[src/rtl/rc5_pkg.sv]
// -----------------------------------------------------------------------------
// rc5_pkg
//
// Shared definitions for the RC5 encryption datapath:
//   - rc5_state_e  : sequencer states of the round controller
//   - P32 / Q32    : RC5 magic constants, also used by key expansion
//   - rot_bits_f   : rotate-amount width for a W-bit word
//   - cnt_bits_f   : round-counter width able to hold 0..R
// -----------------------------------------------------------------------------
package rc5_pkg;

    typedef enum logic [2:0] {
        ST_IDLE   = 3'd0,
        ST_PRE_A  = 3'd1,
        ST_PRE_B  = 3'd2,
        ST_HALF_A = 3'd3,
        ST_HALF_B = 3'd4,
        ST_DONE   = 3'd5
    } rc5_state_e;

    localparam logic [31:0] P32 = 32'hB7E15163;
    localparam logic [31:0] Q32 = 32'h9E3779B9;

    // Width of the rotate amount: only the low log2(W) bits of a word matter.
    function automatic int rot_bits_f(input int w);
        return $clog2(w);
    endfunction

    // Width of a counter that must reach R itself (not just R-1).
    function automatic int cnt_bits_f(input int r);
        return $clog2(r + 1);
    endfunction

endpackage

[src/rtl/rc5_round_ctrl_if.sv]
// -----------------------------------------------------------------------------
// rc5_round_ctrl_if
//
// Bundles the plaintext handshake, the S-table read port and the ciphertext
// handshake of the RC5 round controller.
//   iValid/oReady/iA/iB          : plaintext pair in
//   oS_address/iS_sub_i          : S-table read (combinational RAM read)
//   oValid/iReady/oA/oB_cipher   : ciphertext pair out
//   oBusy                        : controller is not idle
// Modports:
//   slave  - the round controller
//   master - front end / S-table owner / downstream sink
// -----------------------------------------------------------------------------
interface rc5_round_ctrl_if #(
    parameter int W = 32
);
    logic         iValid;
    logic         oReady;
    logic [W-1:0] iA;
    logic [W-1:0] iB;
    logic [W-1:0] oS_address;
    logic [W-1:0] iS_sub_i;
    logic         oValid;
    logic         iReady;
    logic [W-1:0] oA_cipher;
    logic [W-1:0] oB_cipher;
    logic         oBusy;

    modport slave (
        input  iValid, iA, iB, iS_sub_i, iReady,
        output oReady, oS_address, oValid, oA_cipher, oB_cipher, oBusy
    );

    modport master (
        output iValid, iA, iB, iS_sub_i, iReady,
        input  oReady, oS_address, oValid, oA_cipher, oB_cipher, oBusy
    );
endinterface

[src/rtl/rc5_rotl.sv]
// -----------------------------------------------------------------------------
// rc5_rotl
//
// Combinational W-bit left rotator.
//   data_i   : word to rotate
//   amt_i    : rotate amount (low log2(W) bits of the rotator word)
//   result_o : data_i rotated left by amt_i; amount 0 is identity
// -----------------------------------------------------------------------------
module rc5_rotl
    import rc5_pkg::*;
#(
    parameter int W        = 32,
    parameter int ROT_BITS = rot_bits_f(W)
) (
    input  logic [W-1:0]        data_i,
    input  logic [ROT_BITS-1:0] amt_i,
    output logic [W-1:0]        result_o
);

    logic [2*W-1:0] doubled;

    // Shifting two back-to-back copies left leaves the rotated word in the
    // upper half, which avoids a variable right shift by (W - amt).
    always_comb begin
        doubled  = {data_i, data_i} << amt_i;
        result_o = doubled[2*W-1:W];
    end

endmodule

[src/rtl/rc5_round_ctrl.sv]
// -----------------------------------------------------------------------------
// rc5_round_ctrl
//
// RC5 encryption sequencer. Accepts a plaintext pair (A,B), walks the S-table
// one half-round per cycle (pre-whitening, then R rounds of XOR / data-
// dependent rotate / add) and presents the ciphertext pair until the
// downstream sink accepts it.
//
// Ports:
//   clk  : rising-edge clock
//   rst  : synchronous reset, active low
//   bus  : rc5_round_ctrl_if.slave
//            iValid/oReady/iA/iB        plaintext handshake (accept in IDLE)
//            oS_address/iS_sub_i        S-table index (registered) and data
//            oValid/iReady/oA/oB_cipher ciphertext handshake (held in DONE)
//            oBusy                      high in every state except IDLE
//
// Latency: accept at edge 0 -> oValid high after edge 2R+2.
// -----------------------------------------------------------------------------
module rc5_round_ctrl
    import rc5_pkg::*;
#(
    parameter int W = 32,
    parameter int R = 12
) (
    input  logic             clk,
    input  logic             rst,
    rc5_round_ctrl_if.slave  bus
);

    localparam int ROT_BITS = rot_bits_f(W);
    localparam int CNT_BITS = cnt_bits_f(R);

    localparam logic [CNT_BITS-1:0] LAST_ROUND  = CNT_BITS'(R);
    localparam logic [CNT_BITS-1:0] FIRST_ROUND = CNT_BITS'(1);
    localparam logic [W-1:0]        ADDR_MAX    = W'(2 * R + 1);

    rc5_state_e          state_q, state_d;
    logic [W-1:0]        a_q, a_d;
    logic [W-1:0]        b_q, b_d;
    logic [W-1:0]        addr_q, addr_d;
    logic [CNT_BITS-1:0] cnt_q, cnt_d;

    logic                last_round;
    logic [ROT_BITS-1:0] rot_amt;
    logic [W-1:0]        rot_out;

    assign last_round = (cnt_q == LAST_ROUND);

    // -------------------------------------------------------------------------
    // Shared rotator. Both half-rounds rotate A^B (XOR commutes); only the
    // amount differs: B's low bits in HALF_A, the freshly updated A's in HALF_B.
    // -------------------------------------------------------------------------
    always_comb begin
        rot_amt = (state_q == ST_HALF_B) ? a_q[ROT_BITS-1:0] : b_q[ROT_BITS-1:0];
    end

    rc5_rotl #(
        .W        (W),
        .ROT_BITS (ROT_BITS)
    ) u_rotl (
        .data_i   (a_q ^ b_q),
        .amt_i    (rot_amt),
        .result_o (rot_out)
    );

    // -------------------------------------------------------------------------
    // FSM: state register
    // -------------------------------------------------------------------------
    // NOTE: sequential state uses non-blocking assignments so every register
    // samples the pre-edge values, independent of process ordering.
    always_ff @(posedge clk) begin
        if (!rst) begin
            state_q <= ST_IDLE;
        end else begin
            state_q <= state_d;
        end
    end

    // -------------------------------------------------------------------------
    // FSM: next-state logic
    // -------------------------------------------------------------------------
    // NOTE: the default assignment at the top keeps every path assigned, so no
    // latch is inferred for states that simply hold.
    always_comb begin
        state_d = state_q;
        unique case (state_q)
            ST_IDLE:   if (bus.iValid) state_d = ST_PRE_A;
            ST_PRE_A:  state_d = ST_PRE_B;
            ST_PRE_B:  state_d = ST_HALF_A;
            ST_HALF_A: state_d = ST_HALF_B;
            ST_HALF_B: state_d = last_round ? ST_DONE : ST_HALF_A;
            ST_DONE:   if (bus.iReady) state_d = ST_IDLE;
            default:   state_d = ST_IDLE;
        endcase
    end

    // -------------------------------------------------------------------------
    // FSM: outputs (all decoded from registered state or registers)
    // -------------------------------------------------------------------------
    always_comb begin
        bus.oReady     = (state_q == ST_IDLE);
        bus.oBusy      = (state_q != ST_IDLE);
        bus.oValid     = (state_q == ST_DONE);
        bus.oS_address = addr_q;
        bus.oA_cipher  = a_q;
        bus.oB_cipher  = b_q;
    end

    // -------------------------------------------------------------------------
    // Datapath next-state. The address register always runs one step ahead of
    // the half-round being computed: it already points at S[2i] when HALF_A
    // of round i starts, so each active state simply advances it by one.
    // -------------------------------------------------------------------------
    always_comb begin
        a_d    = a_q;
        b_d    = b_q;
        addr_d = addr_q;
        cnt_d  = cnt_q;
        unique case (state_q)
            ST_IDLE: begin
                if (bus.iValid) begin
                    a_d    = bus.iA;
                    b_d    = bus.iB;
                    addr_d = '0;
                end
            end
            ST_PRE_A: begin
                a_d    = a_q + bus.iS_sub_i;
                addr_d = addr_q + W'(1);
            end
            ST_PRE_B: begin
                b_d    = b_q + bus.iS_sub_i;
                addr_d = addr_q + W'(1);
                cnt_d  = FIRST_ROUND;
            end
            ST_HALF_A: begin
                a_d    = rot_out + bus.iS_sub_i;
                addr_d = addr_q + W'(1);
            end
            ST_HALF_B: begin
                b_d = rot_out + bus.iS_sub_i;
                // The final half-round leaves the address at 2R+1.
                if (!last_round) begin
                    cnt_d  = cnt_q + CNT_BITS'(1);
                    addr_d = addr_q + W'(1);
                end
            end
            default: begin
                // DONE: hold the ciphertext and the last address.
            end
        endcase
    end

    always_ff @(posedge clk) begin
        if (!rst) begin
            a_q    <= '0;
            b_q    <= '0;
            addr_q <= '0;
            cnt_q  <= '0;
        end else begin
            a_q    <= a_d;
            b_q    <= b_d;
            addr_q <= addr_d;
            cnt_q  <= cnt_d;
        end
    end

    // -------------------------------------------------------------------------
    // Invariants
    // -------------------------------------------------------------------------
    addr_in_range_a: assert property (@(posedge clk) disable iff (!rst)
        addr_q <= ADDR_MAX);

    round_in_range_a: assert property (@(posedge clk) disable iff (!rst)
        cnt_q <= LAST_ROUND);

    valid_not_ready_a: assert property (@(posedge clk) disable iff (!rst)
        !(bus.oValid && bus.oReady));

endmodule

[src/flat_wrapper.sv]
// flat-port wrapper written by rule: the top's interface ports become plain ports
module rc5_round_ctrl_flat import rc5_pkg::*;
#(
    parameter int W = 32,
    parameter int R = 12
)
  (clk, rst, bus_iValid, bus_iA, bus_iB, bus_iS_sub_i, bus_iReady, bus_oReady, bus_oS_address, bus_oValid, bus_oA_cipher, bus_oB_cipher, bus_oBusy);
  rc5_round_ctrl_if #(.W(W)) bus_i ();
  input  logic clk;
  input  logic rst;
  input wire logic [$bits(bus_i.iValid)-1:0] bus_iValid;
  input wire logic [$bits(bus_i.iA)-1:0] bus_iA;
  input wire logic [$bits(bus_i.iB)-1:0] bus_iB;
  input wire logic [$bits(bus_i.iS_sub_i)-1:0] bus_iS_sub_i;
  input wire logic [$bits(bus_i.iReady)-1:0] bus_iReady;
  output wire logic [$bits(bus_i.oReady)-1:0] bus_oReady;
  output wire logic [$bits(bus_i.oS_address)-1:0] bus_oS_address;
  output wire logic [$bits(bus_i.oValid)-1:0] bus_oValid;
  output wire logic [$bits(bus_i.oA_cipher)-1:0] bus_oA_cipher;
  output wire logic [$bits(bus_i.oB_cipher)-1:0] bus_oB_cipher;
  output wire logic [$bits(bus_i.oBusy)-1:0] bus_oBusy;
  assign bus_i.iValid = bus_iValid;
  assign bus_i.iA = bus_iA;
  assign bus_i.iB = bus_iB;
  assign bus_i.iS_sub_i = bus_iS_sub_i;
  assign bus_i.iReady = bus_iReady;
  assign bus_oReady = bus_i.oReady;
  assign bus_oS_address = bus_i.oS_address;
  assign bus_oValid = bus_i.oValid;
  assign bus_oA_cipher = bus_i.oA_cipher;
  assign bus_oB_cipher = bus_i.oB_cipher;
  assign bus_oBusy = bus_i.oBusy;
  rc5_round_ctrl #(.W(W), .R(R)) u_core (.clk(clk), .rst(rst), .bus(bus_i));
endmodule
[config.mk]
export PLATFORM = sky130hd
export DESIGN_NAME = rc5_round_ctrl_flat
export DESIGN_NICKNAME = d
export VERILOG_FILES = /design/src/rtl/rc5_pkg.sv /design/src/rtl/rc5_round_ctrl_if.sv /design/src/rtl/rc5_rotl.sv /design/src/rtl/rc5_round_ctrl.sv /design/src/flat_wrapper.sv
export SDC_FILE = /design/constraint.sdc
export NUM_CORES = 1
export LEC_CHECK = 0
export ABC_AREA = 1
export BUFFER_PORTS_ARGS = -buffer_cell sky130_fd_sc_hd__buf_2
export CORE_MARGIN = 2
export CORE_UTILIZATION = 52
export DETAILED_ROUTE_END_ITERATION = 16
export PLACE_DENSITY = 0.79
export SYNTH_ARGS = -nofsm -noshare
export SYNTH_HDL_FRONTEND = slang
export SYNTH_SLANG_ARGS = --single-unit
[constraint.sdc]
create_clock -name clk -period 9.6 [get_ports clk]
set_input_delay 1.44 -clock clk [delete_from_list [all_inputs] [get_ports clk]]
set_output_delay 1.44 -clock clk [all_outputs]
set_load 0.02 [all_outputs]
==> impl_metrics.ini <==
[hold_path]
hold_class = flop to flop

[yosys]
async_flop_share_pct = 0
synth_largest_area_cell = dfxtp_1
synth-edff-count = 0
yosysTopAreaCellShare_pct = 15.9
ys_seq_area_share_pct = 15.9
syn_area_um2 = 13000
ys.flop_type = dfxtp_1
synth.avg_cell_area_um2 = 5.89
ys_top_cells_by_area = dfxtp_1 (16%), nand2_1 (15%), ha_1 (9.8%)
synth_cell_types = 56
yosysWarnings = 0
ys_ff_latch = 103
syn_inst = 2205
syn_nets = 2410

[grt]
first_global_vias = 14700
grt_max_degree = 44
grt.total_usage_pct = 41.9
grt_pass1_wl_um = 84400
grt_antenna_before_repair = 0
grt.overflow.total = 0

[power]
p_leak_nw = 7.16
total_power_w = 0.00565
switching_power_w = 0.00354
swShare_pct = 62.7
power_frac_seq_pct = 13.3
ir_drop_v = 0.000145
combPwrFrac_pct = 79.4
p_per_area_nw_per_um2 = 390
clkPwrFrac_pct = 7.3
p_int_w = 0.00211

[route]
wl_um = 56800
vias = 16500
firstDrtPassIters = 6
vias_per_cell = 6.14
ant_nets = 0
wl_per_cell_um = 21.2
drc_errors = 0
drt-initial-drc-count = 2259

[clock_tree]
cts_buffers = 9
cts_resized = 0
cts_setup_buffers = 0
htree_levels = 3
clock_latency_ps = 380
cts_tree = built
clk_path_buf_depth = 2
cts_sinks = 103
clk_pin_slew_ps = 90
ctsHoldBuffers = 0
ctsRootBufferMaster = clkbuf_16

[sta]
max_freq_mhz = 176
fin_crit_ps = 5680
finalClockSkew_ps = 18.3
finalHoldViolCount = 0
setup_viol = 0
tightestPinTransition_ps = 1210
hold_ws_ps = 481
relSlewSlack_pct = 19.3
finalMaxSlewViolations = 0
fin_setup_tns_ps = 0
fin_crit_sh_pct = 59.2
rsz0062_at_grt = no

[worst_setup_path]
endpoint = u_core.bus.oB_cipher[11]$_SDFFE_PN0P_
path_cells = nand2_2, nand2_1, nand2_1, o21ai_0, nand2_1, nand3_1, o21ai_0, nor2_1, a31oi_1, o21ai_0, ha_1, a21oi_1, nand2_1, a21oi_1, o21ai_0, a21o_1, or2_2, nand3_1, nand3_1, o211ai_1, inv_1
reg2reg_depth = 21
rr_endpoint = u_core.bus.oB_cipher[11]$_SDFFE_PN0P_
cp.depth = 21
cp_num_buf_inv = 1
crit_slowest_cell = nand2_1
cp-start-kind = flop
r2r_start = u_core.state_q[2]$_SDFFE_PN0P_
cp.arrival_ps = 5950
startpoint = u_core.state_q[2]$_SDFFE_PN0P_
cp.required_ps = 9870
end_kind = flop
reg2reg_setup_slack_ps = 3920
critical_path_class = flop to flop
worstPathMaxFanout = 24
cp_top_family = simple AND/OR/NAND/NOR gates
critical_path.max_stage_delay_ps = 610

[placed_design]
gp_congestion = 1.07
hpwl_um = 46300
port_buffers = 198

[die]
rows = 57
core-area_um2 = 24500
die_h_um = 162
initial_utilization_pct = 53.1
die_width_um = 162
io_pins = 199
die-area_um2 = 26300

[layout]
areaGrowthSynthToFinish_pct = 11.5
fill_cells = 2513
fin_util_pct = 59.2
antenna_cells = 0
layout-drive-gt1-share_pct = 11.9
nNetsFinal = 2560

[run_status]
status = completed

[flow_run]
maxCapViolations = 0
worst reg2reg max path, delay by kind of cell (launching register included):
family                     cells  cell delay, ps
AOI/OAI and AO/OA              9            2230
adders and majority gates      1             350
buffers and inverters          1              50
DFF                            1             550
and+or+nand+nor               10            2410
per-layer routing:
layer	share of wire [%]	up-vias	track usage, %
li1	-	7809	-
met4	4.2	0	16.3
met3	14	127	13.2
met2	41	1014	60.9
met1	41	7542	57.6
met5	0	-	0
synth_stat cells, types with 8 or more instances:
| cell type | count |
|---|---|
| clkbuf_1 | 40 |
| o211ai_1 | 40 |
| nand3_1 | 244 |
| buf_2 | 19 |
| nor3_1 | 38 |
| o21bai_1 | 11 |
| nand3b_1 | 14 |
| nor2_1 | 171 |
| nand4_1 | 24 |
| a21oi_1 | 227 |
| or2_2 | 21 |
| inv_1 | 243 |
| dfxtp_1 | 103 |
| nand2_1 | 511 |
| nor4_1 | 10 |
| xor2_1 | 22 |
| xnor2_1 | 27 |
| a21boi_0 | 8 |
| o21a_1 | 10 |
| o21ai_0 | 178 |
| a31oi_1 | 28 |
| a21o_1 | 12 |
| ha_1 | 102 |
| mux2i_1 | 14 |
cells by family after synthesis:
logic type	count (synthesis)	share of synthesized area, %
compound gates	542	23.3
xor+xnor	49	3.30
fa+ha+maj	105	10.3
buf+inv	323	9.75
flops	103	15.9
mux	14	1.08
simple gates	1069	36.5
metrics by stage:
step                      cells  setup WS (ps)  area [um2]
final                      2684           3920       14500
after global placement     2668           4270       14200
after floorplan            2205           5630       13000
after global routing       2684           3360       14500
after detailed placement   2668           4140       14200
after CTS                  2684           4110       14500
power by group through the flow:
stage	Sequential [W]	Clock, W	Combinational [W]
final	0.000751	0.000413	0.00448
after global routing	0.000744	0.000428	0.00486
after CTS	0.000728	0.000412	0.00431
after detailed placement	0.000737	0	0.00429
after global placement	0.000734	0	0.00427
after floorplan	0.000755	0	0.00297
worst min-delay path by stage:
stage	depth (start not counted)	end	start
after global routing	1	u_core.bus.oS_address[28]$_SDFFE_PN0P_	u_core.bus.oS_address[28]$_SDFFE_PN0P_
after floorplan	2	u_core.cnt_q[1]$_SDFFE_PN0P_	u_core.cnt_q[1]$_SDFFE_PN0P_
after detailed placement	1	u_core.bus.oS_address[7]$_SDFFE_PN0P_	u_core.bus.oS_address[7]$_SDFFE_PN0P_
after CTS	1	u_core.bus.oS_address[28]$_SDFFE_PN0P_	u_core.bus.oS_address[28]$_SDFFE_PN0P_
after global placement	1	u_core.bus.oS_address[7]$_SDFFE_PN0P_	u_core.bus.oS_address[7]$_SDFFE_PN0P_
final	1	u_core.bus.oS_address[28]$_SDFFE_PN0P_	u_core.bus.oS_address[28]$_SDFFE_PN0P_
registers in the layout (all words and copies together) (netlist names):
signal	flops
u_core.bus.oA_cipher	32
u_core.bus.oB_cipher	32
u_core.bus.oS_address	32
u_core.cnt_q	4
u_core.state_q	3
area by class of cell:
type                            instances  area, um2  share of cell area, %
Clock buffer                            9        225                   1.55
Clock inverter                          7       88.8                  0.613
Inverter                              254        958                   6.62
Multi-Input combinational cell       1779       9680                   66.8
Sequential cell                       103       2060                   14.2
Tap cell                              324        405                   2.80
Timing Repair Buffer                  208       1070                   7.36
layout by cell type, fill, tap and decap left out, types with 10 or more instances in the layout:
cell type  synthesis  layout
nand2_1          511     511
nand3_1          244     244
inv_1            243     243
a21oi_1          227     227
buf_2             19     198
o21ai_0          178     178
nor2_1           171     170
dfxtp_1          103     103
ha_1             102     102
o211ai_1          40      40
nor3_1            38      38
a31oi_1           28      28
xnor2_1           27      27
nand4_1           24      24
xor2_1            22      22
or2_2             21      21
mux2i_1           14      14
nand3b_1          14      14
a21o_1            12      12
o21bai_1          11      11
o21a_1            10      10
nor4_1            10      10
buf_4              5      10
(Power assumes the default switching activity.)
